<file path="config.mk">
export PLATFORM = sky130hd
export DESIGN_NAME = nn_weight_loader_flat
export DESIGN_NICKNAME = d
export VERILOG_FILES = /design/src/rtl/nn_weight_loader_if.sv /design/src/rtl/nn_weight_loader.sv /design/src/flat_wrapper.sv
export SDC_FILE = /design/constraint.sdc
export NUM_CORES = 1
export LEC_CHECK = 0
export ABC_AREA = 1
export CAP_MARGIN = 25
export CORE_ASPECT_RATIO = 1.1
export CORE_MARGIN = 2
export CORE_UTILIZATION = 50
export CTS_BUF_LIST = sky130_fd_sc_hd__clkbuf_4 sky130_fd_sc_hd__clkbuf_8
export DETAILED_ROUTE_END_ITERATION = 8
export DONT_BUFFER_PORTS = 1
export PLACE_DENSITY = 0.76
export SLEW_MARGIN = 10
export SYNTH_ARGS = -nofsm -noshare
export SYNTH_HDL_FRONTEND = slang
export SYNTH_SLANG_ARGS = --single-unit
export TNS_END_PERCENT = 30
</file>
<file path="constraint.sdc">
create_clock -name clk -period 3.3 [get_ports clk]
set_input_delay 0.495 -clock clk [delete_from_list [all_inputs] [get_ports clk]]
set_output_delay 0.495 -clock clk [all_outputs]
set_load 0.005 [all_outputs]
</file>
<file path="src/rtl/nn_weight_loader_if.sv">
// rtl/nn_weight_loader_if.sv - host stream and weight/bias broadcast bus bundle
interface nn_weight_loader_if;
    logic [31:0] s_data;
    logic        s_valid;
    logic        s_ready;
    logic        weightValid;
    logic [31:0] weightValue;
    logic        biasValid;
    logic [31:0] biasValue;
    logic [31:0] config_layer_num;
    logic [31:0] config_neuron_num;

    // Host side: drives the word stream, observes the broadcast bus.
    modport master (
        output s_data, s_valid,
        input  s_ready, weightValid, weightValue, biasValid, biasValue,
               config_layer_num, config_neuron_num
    );

    // Loader side: consumes the word stream, drives the broadcast bus.
    modport slave (
        input  s_data, s_valid,
        output s_ready, weightValid, weightValue, biasValid, biasValue,
               config_layer_num, config_neuron_num
    );
endinterface

</file>
<file path="src/rtl/nn_weight_loader.sv">
// rtl/nn_weight_loader.sv - header-parsing weight/bias loader; optional NN_WEIGHT_LOADER_CHECKSUM_EN
module nn_weight_loader #(
    parameter int maxNumWeight  = 784,
    parameter int layerIdWidth  = 8,
    parameter int neuronIdWidth = 8
) (
    input  logic               clk,
    input  logic               rst,
    input  logic               start,
    nn_weight_loader_if.slave  bus,
    output logic               busy,
    output logic               done,
    output logic               error
);
    localparam int          CNT_W = $clog2(maxNumWeight + 1);
    localparam logic [31:0] MAX_N = 32'(maxNumWeight);

    typedef enum logic [2:0] {IDLE, HDR, WGT, BIAS, TERM, DONE} state_t;

    state_t                   state, state_next;
    logic [CNT_W-1:0]         wcnt;
    logic                     accept;
    logic [layerIdWidth-1:0]  hdr_layer;
    logic [neuronIdWidth-1:0] hdr_neuron;
    logic [15:0]              hdr_count;
    logic                     is_term;
    logic                     oversize;
    logic                     start_ok;
`ifdef NN_WEIGHT_LOADER_CHECKSUM_EN
    logic [31:0]              csum;
`endif

    assign hdr_layer  = bus.s_data[31 -: layerIdWidth];
    assign hdr_neuron = bus.s_data[23 -: neuronIdWidth];
    assign hdr_count  = bus.s_data[15:0];
    assign is_term    = &hdr_layer;
    assign oversize   = {16'd0, hdr_count} > MAX_N;
    assign start_ok   = start && (state == IDLE || state == DONE);
    assign busy       = (state == HDR) || (state == WGT) || (state == BIAS) || (state == TERM);
`ifdef NN_WEIGHT_LOADER_CHECKSUM_EN
    assign bus.s_ready = (state == HDR) || (state == WGT) || (state == BIAS) || (state == TERM);
`else
    assign bus.s_ready = (state == HDR) || (state == WGT) || (state == BIAS);
`endif
    assign accept     = bus.s_valid && bus.s_ready;

    // State register.
    always_ff @(posedge clk) begin
        if (rst) state <= IDLE;
        else     state <= state_next;
    end

    // Next-state decode: headers steer to weights, bias or termination.
    always_comb begin
        state_next = state;
        case (state)
            IDLE, DONE: if (start) state_next = HDR;
            HDR: if (accept) begin
                if (is_term)                state_next = TERM;
                else if (oversize)          state_next = DONE;
                else if (hdr_count == 16'd0) state_next = BIAS;
                else                        state_next = WGT;
            end
            WGT:  if (accept && wcnt == CNT_W'(1)) state_next = BIAS;
            BIAS: if (accept) state_next = HDR;
`ifdef NN_WEIGHT_LOADER_CHECKSUM_EN
            TERM: if (accept) state_next = DONE;
`else
            TERM: state_next = DONE;
`endif
            default: state_next = IDLE;
        endcase
    end

    // Datapath: address tags, weight/bias words, pulses, counter and status.
    always_ff @(posedge clk) begin
        if (rst) begin
            bus.weightValid       <= 1'b0;
            bus.weightValue       <= 32'd0;
            bus.biasValid         <= 1'b0;
            bus.biasValue         <= 32'd0;
            bus.config_layer_num  <= 32'd0;
            bus.config_neuron_num <= 32'd0;
            wcnt                  <= '0;
            done                  <= 1'b0;
            error                 <= 1'b0;
        end else begin
            bus.weightValid <= 1'b0;
            bus.biasValid   <= 1'b0;
            done            <= 1'b0;
            if (start_ok) error <= 1'b0;
            case (state)
                HDR: if (accept && !is_term) begin
                    bus.config_layer_num  <= 32'(hdr_layer);
                    bus.config_neuron_num <= 32'(hdr_neuron);
                    if (oversize) begin
                        error <= 1'b1;
                        done  <= 1'b1;
                    end else begin
                        wcnt <= hdr_count[CNT_W-1:0];
                    end
                end
                WGT: if (accept) begin
                    bus.weightValue <= bus.s_data;
                    bus.weightValid <= 1'b1;
                    wcnt            <= wcnt - CNT_W'(1);
                end
                BIAS: if (accept) begin
                    bus.biasValue <= bus.s_data;
                    bus.biasValid <= 1'b1;
                end
`ifdef NN_WEIGHT_LOADER_CHECKSUM_EN
                TERM: if (accept) begin
                    done <= 1'b1;
                    if (bus.s_data != csum) error <= 1'b1;
                end
`else
                TERM: done <= 1'b1;
`endif
                default: ;
            endcase
        end
    end

`ifdef NN_WEIGHT_LOADER_CHECKSUM_EN
    // Running XOR over every accepted word ahead of the checksum word itself.
    always_ff @(posedge clk) begin
        if (rst || start_ok)               csum <= 32'd0;
        else if (accept && state != TERM)  csum <= csum ^ bus.s_data;
    end
`endif
endmodule
</file>
<file path="src/flat_wrapper.sv">
// flat-port wrapper written by rule: the top's interface ports become plain ports
module nn_weight_loader_flat 
#(
    parameter int maxNumWeight  = 784,
    parameter int layerIdWidth  = 8,
    parameter int neuronIdWidth = 8
)
  (clk, rst, start, busy, done, error, bus_s_data, bus_s_valid, bus_s_ready, bus_weightValid, bus_weightValue, bus_biasValid, bus_biasValue, bus_config_layer_num, bus_config_neuron_num);
  nn_weight_loader_if bus_i ();
  input  logic clk;
  input  logic rst;
  input  logic start;
  output logic busy;
  output logic done;
  output logic error;
  input wire logic [$bits(bus_i.s_data)-1:0] bus_s_data;
  input wire logic [$bits(bus_i.s_valid)-1:0] bus_s_valid;
  output wire logic [$bits(bus_i.s_ready)-1:0] bus_s_ready;
  output wire logic [$bits(bus_i.weightValid)-1:0] bus_weightValid;
  output wire logic [$bits(bus_i.weightValue)-1:0] bus_weightValue;
  output wire logic [$bits(bus_i.biasValid)-1:0] bus_biasValid;
  output wire logic [$bits(bus_i.biasValue)-1:0] bus_biasValue;
  output wire logic [$bits(bus_i.config_layer_num)-1:0] bus_config_layer_num;
  output wire logic [$bits(bus_i.config_neuron_num)-1:0] bus_config_neuron_num;
  assign bus_i.s_data = bus_s_data;
  assign bus_i.s_valid = bus_s_valid;
  assign bus_s_ready = bus_i.s_ready;
  assign bus_weightValid = bus_i.weightValid;
  assign bus_weightValue = bus_i.weightValue;
  assign bus_biasValid = bus_i.biasValid;
  assign bus_biasValue = bus_i.biasValue;
  assign bus_config_layer_num = bus_i.config_layer_num;
  assign bus_config_neuron_num = bus_i.config_neuron_num;
  nn_weight_loader #(.maxNumWeight(maxNumWeight), .layerIdWidth(layerIdWidth), .neuronIdWidth(neuronIdWidth)) u_core (.clk(clk), .rst(rst), .start(start), .bus(bus_i), .busy(busy), .done(done), .error(error));
endmodule
</file>
==> results of run 1 <==
-- Yosys cell counts --
cell / count
nand4_1: 4
nand2_2: 1
nand2_1: 52
buf_1: 1
inv_1: 46
nand3_1: 20
clkbuf_1: 15
nor2_1: 47
ha_1: 2
xor2_1: 2
o31ai_1: 1
nand3b_1: 2
o21ai_0: 93
buf_4: 48
dfxtp_1: 97
o22ai_1: 1
a21boi_0: 1
nor2_2: 1
a21oi_1: 84
nand2_4: 1
buf_2: 10
nor3_4: 2
nor2_4: 2
conb_1: 1
inv_2: 7
clkinv_1: 1
nor3_1: 4
-- power by group --
part / switching [uW] / internal [uW]
sequential: 21.2 / 1190
clock: 444 / 299
combinational: 109 / 41.4
total: 574 / 1530
-- worst max path at each step --
stage                             endpoint  slack, ns  cells past startpoint
6_report       u_core.wcnt[1]$_SDFFE_PP0P_       0.95                      9
5_1_grt        u_core.wcnt[9]$_SDFFE_PP0P_       0.70                      9
4_1_cts        u_core.wcnt[1]$_SDFFE_PP0P_       0.97                      9
3_5_place_dp   u_core.wcnt[4]$_SDFFE_PP0P_       0.98                      9
3_3_place_gp   u_core.wcnt[2]$_SDFFE_PP0P_       1.07                      9
2_1_floorplan  u_core.wcnt[2]$_SDFFE_PP0P_       1.78                     12
-- registers in the layout (all words and copies together) (netlist names) --
register                      cells
u_core.bus.weightValid            1
u_core.state                      3
u_core.bus.weightValue           32
u_core.wcnt                      10
u_core.bus.biasValid              1
u_core.bus.biasValue             32
u_core.bus.config_neuron_num      8
u_core.done                       1
u_core.error                      1
u_core.bus.config_layer_num       8
-- metal layers --
layer	wire length, um	global-route usage [%]	vias up
met1	3980	26.3	1515
met2	4410	33.8	166
met4	154	8.97	0
met5	0	0	-
met3	952	6.61	11
li1	-	-	1672
-- area by class of cell --
type                            count  share of cell area (%)
Clock buffer                       10                    3.08
Sequential cell                    97                    45.5
Multi-Input combinational cell    368                    40.8
Clock inverter                      6                    1.29
Inverter                           54                    4.75
Tap cell                          108                    3.17
Timing Repair Buffer                5                    1.47
-- cell families after synthesis --
| group | count (synthesis) |
|---|---|
| flops | 97 |
| compound gates | 180 |
| fa+ha+maj | 2 |
| simple gates | 136 |
| other cells | 1 |
| xor+xnor | 2 |
| buf+inv | 128 |
-- metrics by stage --
step,utilization (%),hold WS [ns],total power (uW),cell area [um^2],std cells
after detailed placement,51.0,0.496,1390,4080,632
after global placement,50.8,0.494,1380,4060,631
after floorplan,-,0.464,1400,4360,593
after global routing,53.4,0.168,2190,4270,648
after CTS,53.4,0.173,2120,4270,648
final,53.4,0.185,2110,4270,648
==> metrics.yaml, run 1 <==
global_routing:
  grt_usage_pct: 21.1
  antenna_found_initial: 0
  grt_pass1_wl_um: 15400
  grt_max_degree: 64
  grt_overflow: 0
  grt_pass1_vias: 3141
floorplan:
  core-area_um2: 8000
  fp-row-count: 34
  io_pins: 170
  start_util_pct: 52.3
  die-area_um2: 9110
  die_width_um: 91.2
  die_y_um: 99.9
clock_network:
  root_buffer: "clkbuf_8"
  tritoncts: "done"
  cts_sinks: 97
  path_clk_slew_ns: 0.10
  cts_made_buffers: 9
  clock_latency_ns: 0.37
  htree_levels: 3
  cts.repair.resized: 0
  post_cts_buffers: 0
  ctsHoldBuffers: 0
  clk_path_buf_depth: 2
placement:
  place.gp.congestion: 0.928
  dp_hpwl_um: 6700
  pre_cts_slack_ns: 0.984
  numPortBuffers: 0
final_layout:
  n_antenna_cell: 0
  mostFrequentLayoutCells: "dfxtp_1 (97), o21ai_0 (93), a21oi_1 (84)"
  regArea_um2: 1940
  drive_gt1_share_pct: 6.67
  fillers: 786
  final_common_cell: "dfxtp_1"
  area_delta_synth_final_pct: 2.16
  multi_input_area_um2: 1740
  nNetsFinal: 573
worst_setup_path:
  path_cells: "inv_2 > nor3_4 > inv_2 > nor2_4 > inv_2 > nand2_2 > inv_2 > nor2_1 > nor2_1"
  r2r-start: "u_core.state[1]$_SDFFE_PP0P_"
  rr_endpoint: "u_core.wcnt[1]$_SDFFE_PP0P_"
  arrival_ns: 2.61
  crit_type: "register to register"
  cpMostUsedCell: "inv_2"
  end_kind: "register"
  crit_slowest_cell: "nor3_4"
  slowest_delay_ns: 0.47
  crit_start: "u_core.state[1]$_SDFFE_PP0P_"
  r2r_cells: 9
  required_ns: 3.56
  cp_max_fo: 24
  path_delay_family: "simple AND/OR/NAND/NOR gates"
  ff2ff_setup_slack_ns: 0.95
  setup.worst_path.start_class: "register"
  critPathBufInv: 4
synth:
  synthTopCellsByArea: "dfxtp_1 (46%), o21ai_0 (11%), a21oi_1 (10%)"
  yosysTopAreaCell: "dfxtp_1"
  yosys_warnings: 0
  synthAdderAreaFrac_pct: 0.599
  synth-simple-area-share_pct: 14.6
  synth_top_family_by_area: "compound AO/OA/AOI/OAI gates"
  synth_area_um2: 4180
  syn_inst: 546
  synth_compound_area_share_pct: 21.7
  synth-xor-area-share_pct: 0.419
  avgSynthCellArea_um2: 7.65
  muxShareOfSynthArea_pct: 0
  ys_seq_area_share_pct: 46.5
  ys_types: 27
  synth_top_area_share_pct: 46.5
  yosys_register_bits: 97
timing:
  rsz0062_at_grt: "no"
  max_freq_mhz: 425
  drv_slew: 0
  fin_crit_sh_pct: 71.2
  fin_crit_ns: 2.35
  finalSetupViolations: 0
  slew_headroom_pct: 60.9
  fin_skew_ns: 0.00899
  worst_pin_slew_ns: 0.585
  worst_slack_ns: 0.949
  fin_setup_tns_ns: 0
  finalHoldViolCount: 0
routing:
  drt-pass1-iter-count: 5
  drt_iter0_drc: 223
  vias: 3364
  viasPerCell: 5.19
  wl_per_cell_um: 14.7
  drtAntennaViolNets: 0
  wl_um: 9500
  drc: 0
power:
  leakagePower_uw: 0.00193
  peakVddDrop_uv: 273
  p_per_area_nw_per_um2: 494
worst_hold_path:
  worstHoldStart: "rst"
  hold_end: "u_core.state[1]$_SDFFE_PP0P_"
  min_path_type: "input pin to register"
  min_path_cells: 1
job:
  cap_violations: 0
run_status:
  status: "complete, no violations"
Note: power is estimated with default switching activity, not from simulation.
==> run 2, diff against run 1 <==
--- a/config.mk
+++ b/config.mk
@@ -5,7 +5,7 @@
 export SDC_FILE = /design/constraint.sdc
 export NUM_CORES = 1
 export LEC_CHECK = 0
-export ABC_AREA = 1
+export ABC_AREA = 0
 export CAP_MARGIN = 25
 export CORE_ASPECT_RATIO = 1.1
 export CORE_MARGIN = 2
@@ -13,7 +13,7 @@
 export CTS_BUF_LIST = sky130_fd_sc_hd__clkbuf_4 sky130_fd_sc_hd__clkbuf_8
 export DETAILED_ROUTE_END_ITERATION = 8
 export DONT_BUFFER_PORTS = 1
-export PLACE_DENSITY = 0.76
+export PLACE_DENSITY = 0.79
 export SLEW_MARGIN = 10
 export SYNTH_ARGS = -nofsm -noshare
 export SYNTH_HDL_FRONTEND = slang
==> constraint.sdc (replaced) <==
create_clock -name clk -period 2 [get_ports clk]
set_input_delay 0.3 -clock clk [delete_from_list [all_inputs] [get_ports clk]]
set_output_delay 0.3 -clock clk [all_outputs]
set_load 0.005 [all_outputs]
==> run 2 against run 1 <==
Area after synthesis is 0.15% higher. Via count is 5.5% higher. Total power up 61%. Combinational power increased by 38%. Core utilization down 0.25 points. Largest power group unchanged. Fmax up 24%. Critical path type unchanged. Global-route usage rose by 1.6 points. Clock power grew 60%. Synthesized cell count fell by 0.37%. Design area increased by 2.5%. Highest routed layer unchanged. Sequential power rose by 65%. Critical path depth is 2 lower.
==> metrics.yaml, run 2 <==
final_layout:
  nNetsFinal: 579
  drive_gt1_share_pct: 8.42
  reg_top3: "u_core.bus.biasValue (32), u_core.bus.weightValue (32), u_core.wcnt (10)"
  fin_area_um2: 4370
  final_common_cell: "nand2_1"
  area_delta_synth_final_pct: 4.51
  n_antenna_cell: 0
  fillers: 791
  mostFrequentLayoutCells: "nand2_1 (170), a21oi_1 (97), dfxtp_1 (97)"
global_routing:
  grt_pass1_vias: 3307
  antenna_found_initial: 0
  grt_usage_pct: 22.6
  grt_max_degree: 41
  grt_overflow: 0
  grt_pass1_wl_um: 16500
timing:
  finalSetupViolations: 0
  fin_setup_tns_ns: 0
  fin_crit_sh_pct: 94.7
  finalHoldViolCount: 0
  rsz0062_at_grt: "no"
  fin_skew_ns: 0.0125
  worst_slack_ns: 0.105
  max_freq_mhz: 528
  slew_headroom_pct: 55.0
  drv_slew: 0
  worst_pin_slew_ns: 0.672
  whs_ns: 0.0145
  fin_crit_ns: 1.89
clock_network:
  clock_latency_ns: 0.36
  post_cts_buffers: 0
  cts_sinks: 97
  htree_levels: 3
  tritoncts: "done"
  path_clk_slew_ns: 0.09
  cts_made_buffers: 9
  root_buffer: "clkbuf_8"
  clk_path_buf_depth: 2
synth:
  ys_top_cells_by_count: "nand2_1 (170), a21oi_1 (97), dfxtp_1 (97)"
  ys_types: 44
  synth_area_um2: 4190
  yosys_register_bits: 97
  synth_top_area_share_pct: 46.4
  yosysTopAreaCell: "dfxtp_1"
  ys_seq_area_share_pct: 46.4
  synth_edf_count: 0
  async_flop_share_pct: 0
  syn_inst: 544
  ys.flop_type: "dfxtp_1"
  synthTopCellsByArea: "dfxtp_1 (46%), nand2_1 (15%), a21oi_1 (12%)"
  avgSynthCellArea_um2: 7.69
  yosysMostFrequentCell: "nand2_1"
  yosys_warnings: 0
job:
  cap_violations: 0
power:
  p_per_area_nw_per_um2: 776
  leakagePower_uw: 0.00154
  peakVddDrop_uv: 533
worst_setup_path:
  r2r-start: "u_core.wcnt[1]$_SDFFE_PP0P_"
  end_kind: "register"
  rr_endpoint: "u_core.wcnt[6]$_SDFFE_PP0P_"
  path_cells: "inv_1 > ha_1 > or3b_2 > nor2_1 > a22oi_1 > or2_2 > a21oi_1"
  cp.depth: 7
  path_delay_family: "simple AND/OR/NAND/NOR gates"
  arrival_ns: 2.18
  slowest_delay_ns: 0.46
  crit_slowest_cell: "or3b_2"
  critPathBufInv: 1
  ff2ff_setup_slack_ns: 0.11
  crit_start: "u_core.wcnt[1]$_SDFFE_PP0P_"
  crit_type: "register to register"
  r2r_cells: 7
  setup.worst_path.start_class: "register"
  cp_max_fo: 4
  required_ns: 2.28
  crit_path_end: "u_core.wcnt[6]$_SDFFE_PP0P_"
routing:
  wl_per_cell_um: 16.3
  drt-pass1-iter-count: 5
  drt_iter0_drc: 410
  drc: 0
  viasPerCell: 5.40
  vias: 3548
  drtAntennaViolNets: 0
  wl_um: 10700
placement:
  dp_hpwl_um: 7250
  place.gp.congestion: 0.867
  post_dp_cell_area_um2: 4120
  pre_cts_slack_ns: 0.0735
  numPortBuffers: 0
run_status:
  status: "complete, no violations"
worst_hold_path:
  worstHoldStart: "rst"
  min_path_type: "input pin to register"
floorplan:
  start_util_pct: 50.8
  die_width_um: 91.2
  die_y_um: 100
  core-area_um2: 8230
  die-area_um2: 9120
  io_pins: 170
  fp-row-count: 35
run 2: cell count changes after synthesis, moves of 13 or more:
| cell | change |
|---|---|
| a21oi_1 | +13 |
| clkbuf_1 | +13 |
| inv_1 | -42 |
| nand2_1 | +118 |
| nand3_1 | -18 |
| nor2_1 | -32 |
| o21ai_0 | -77 |
run 2: worst min-delay path by stage:
stage	endpoint	slack, ns	cells after the start
6_report	u_core.bus.weightValue[1]$_SDFFE_PP0P_	0.01	1
2_1_floorplan	u_core.bus.biasValue[0]$_SDFFE_PP0P_	0.44	2
5_1_grt	u_core.wcnt[3]$_SDFFE_PP0P_	0.004	1
4_1_cts	u_core.bus.weightValue[1]$_SDFFE_PP0P_	0.00004	1
3_3_place_gp	u_core.bus.biasValue[25]$_SDFFE_PP0P_	0.38	1
3_5_place_dp	u_core.bus.weightValue[28]$_SDFFE_PP0P_	0.38	1
run 2: area by class of cell:
cell class	instances	area, um^2	share of cell area (%)
sequential	97	1940	44.4
multi-input combinational	408	1910	43.6
timing repair buffer	21	188	4.29
tap	111	139	3.18
clock buffer	10	131	3.00
clock inverter	6	50.0	1.14
inverter	4	15.0	0.343
run 2: power breakdown:
part,internal [uW],switching [uW],total [uW]
combinational,73.8,134,208
clock,482,710,1190
sequential,1960,33.5,2000
run 2: through the flow:
stage          instances  util, %  total power (uW)
2_1_floorplan        591        -              2260
3_3_place_gp         635     50.0              2190
3_5_place_dp         635     50.0              2200
4_1_cts              656     52.9              3400
5_1_grt              657     53.1              3500
6_report             657     53.1              3400
run 2: per-layer routing:
metal,track usage [%],vias to the layer above,routed length (um)
met4,8.74,0,212
li1,-,1691,-
met5,0,-,0
met2,37.0,178,5190
met3,6.91,23,1040
met1,28.1,1656,4270
run 2: cell families after synthesis:
group / after synthesis / share of synthesized area [%]
AOI/OAI and AO/OA: 128 / 16.4
xor gates and xnor gates: 2 / 0.419
adders and majority gates: 2 / 0.598
buffers and inverters: 86 / 12.2
DFF: 97 / 46.4
muxes: 1 / 0.239
other: 1 / 0.0896
and+or+nand+nor: 227 / 23.7
run 2: what timing repair did:
action	CTS	global route
endpoints found under the hold margin	40	0
hold buffers	5	0
gates resized for setup	0	0
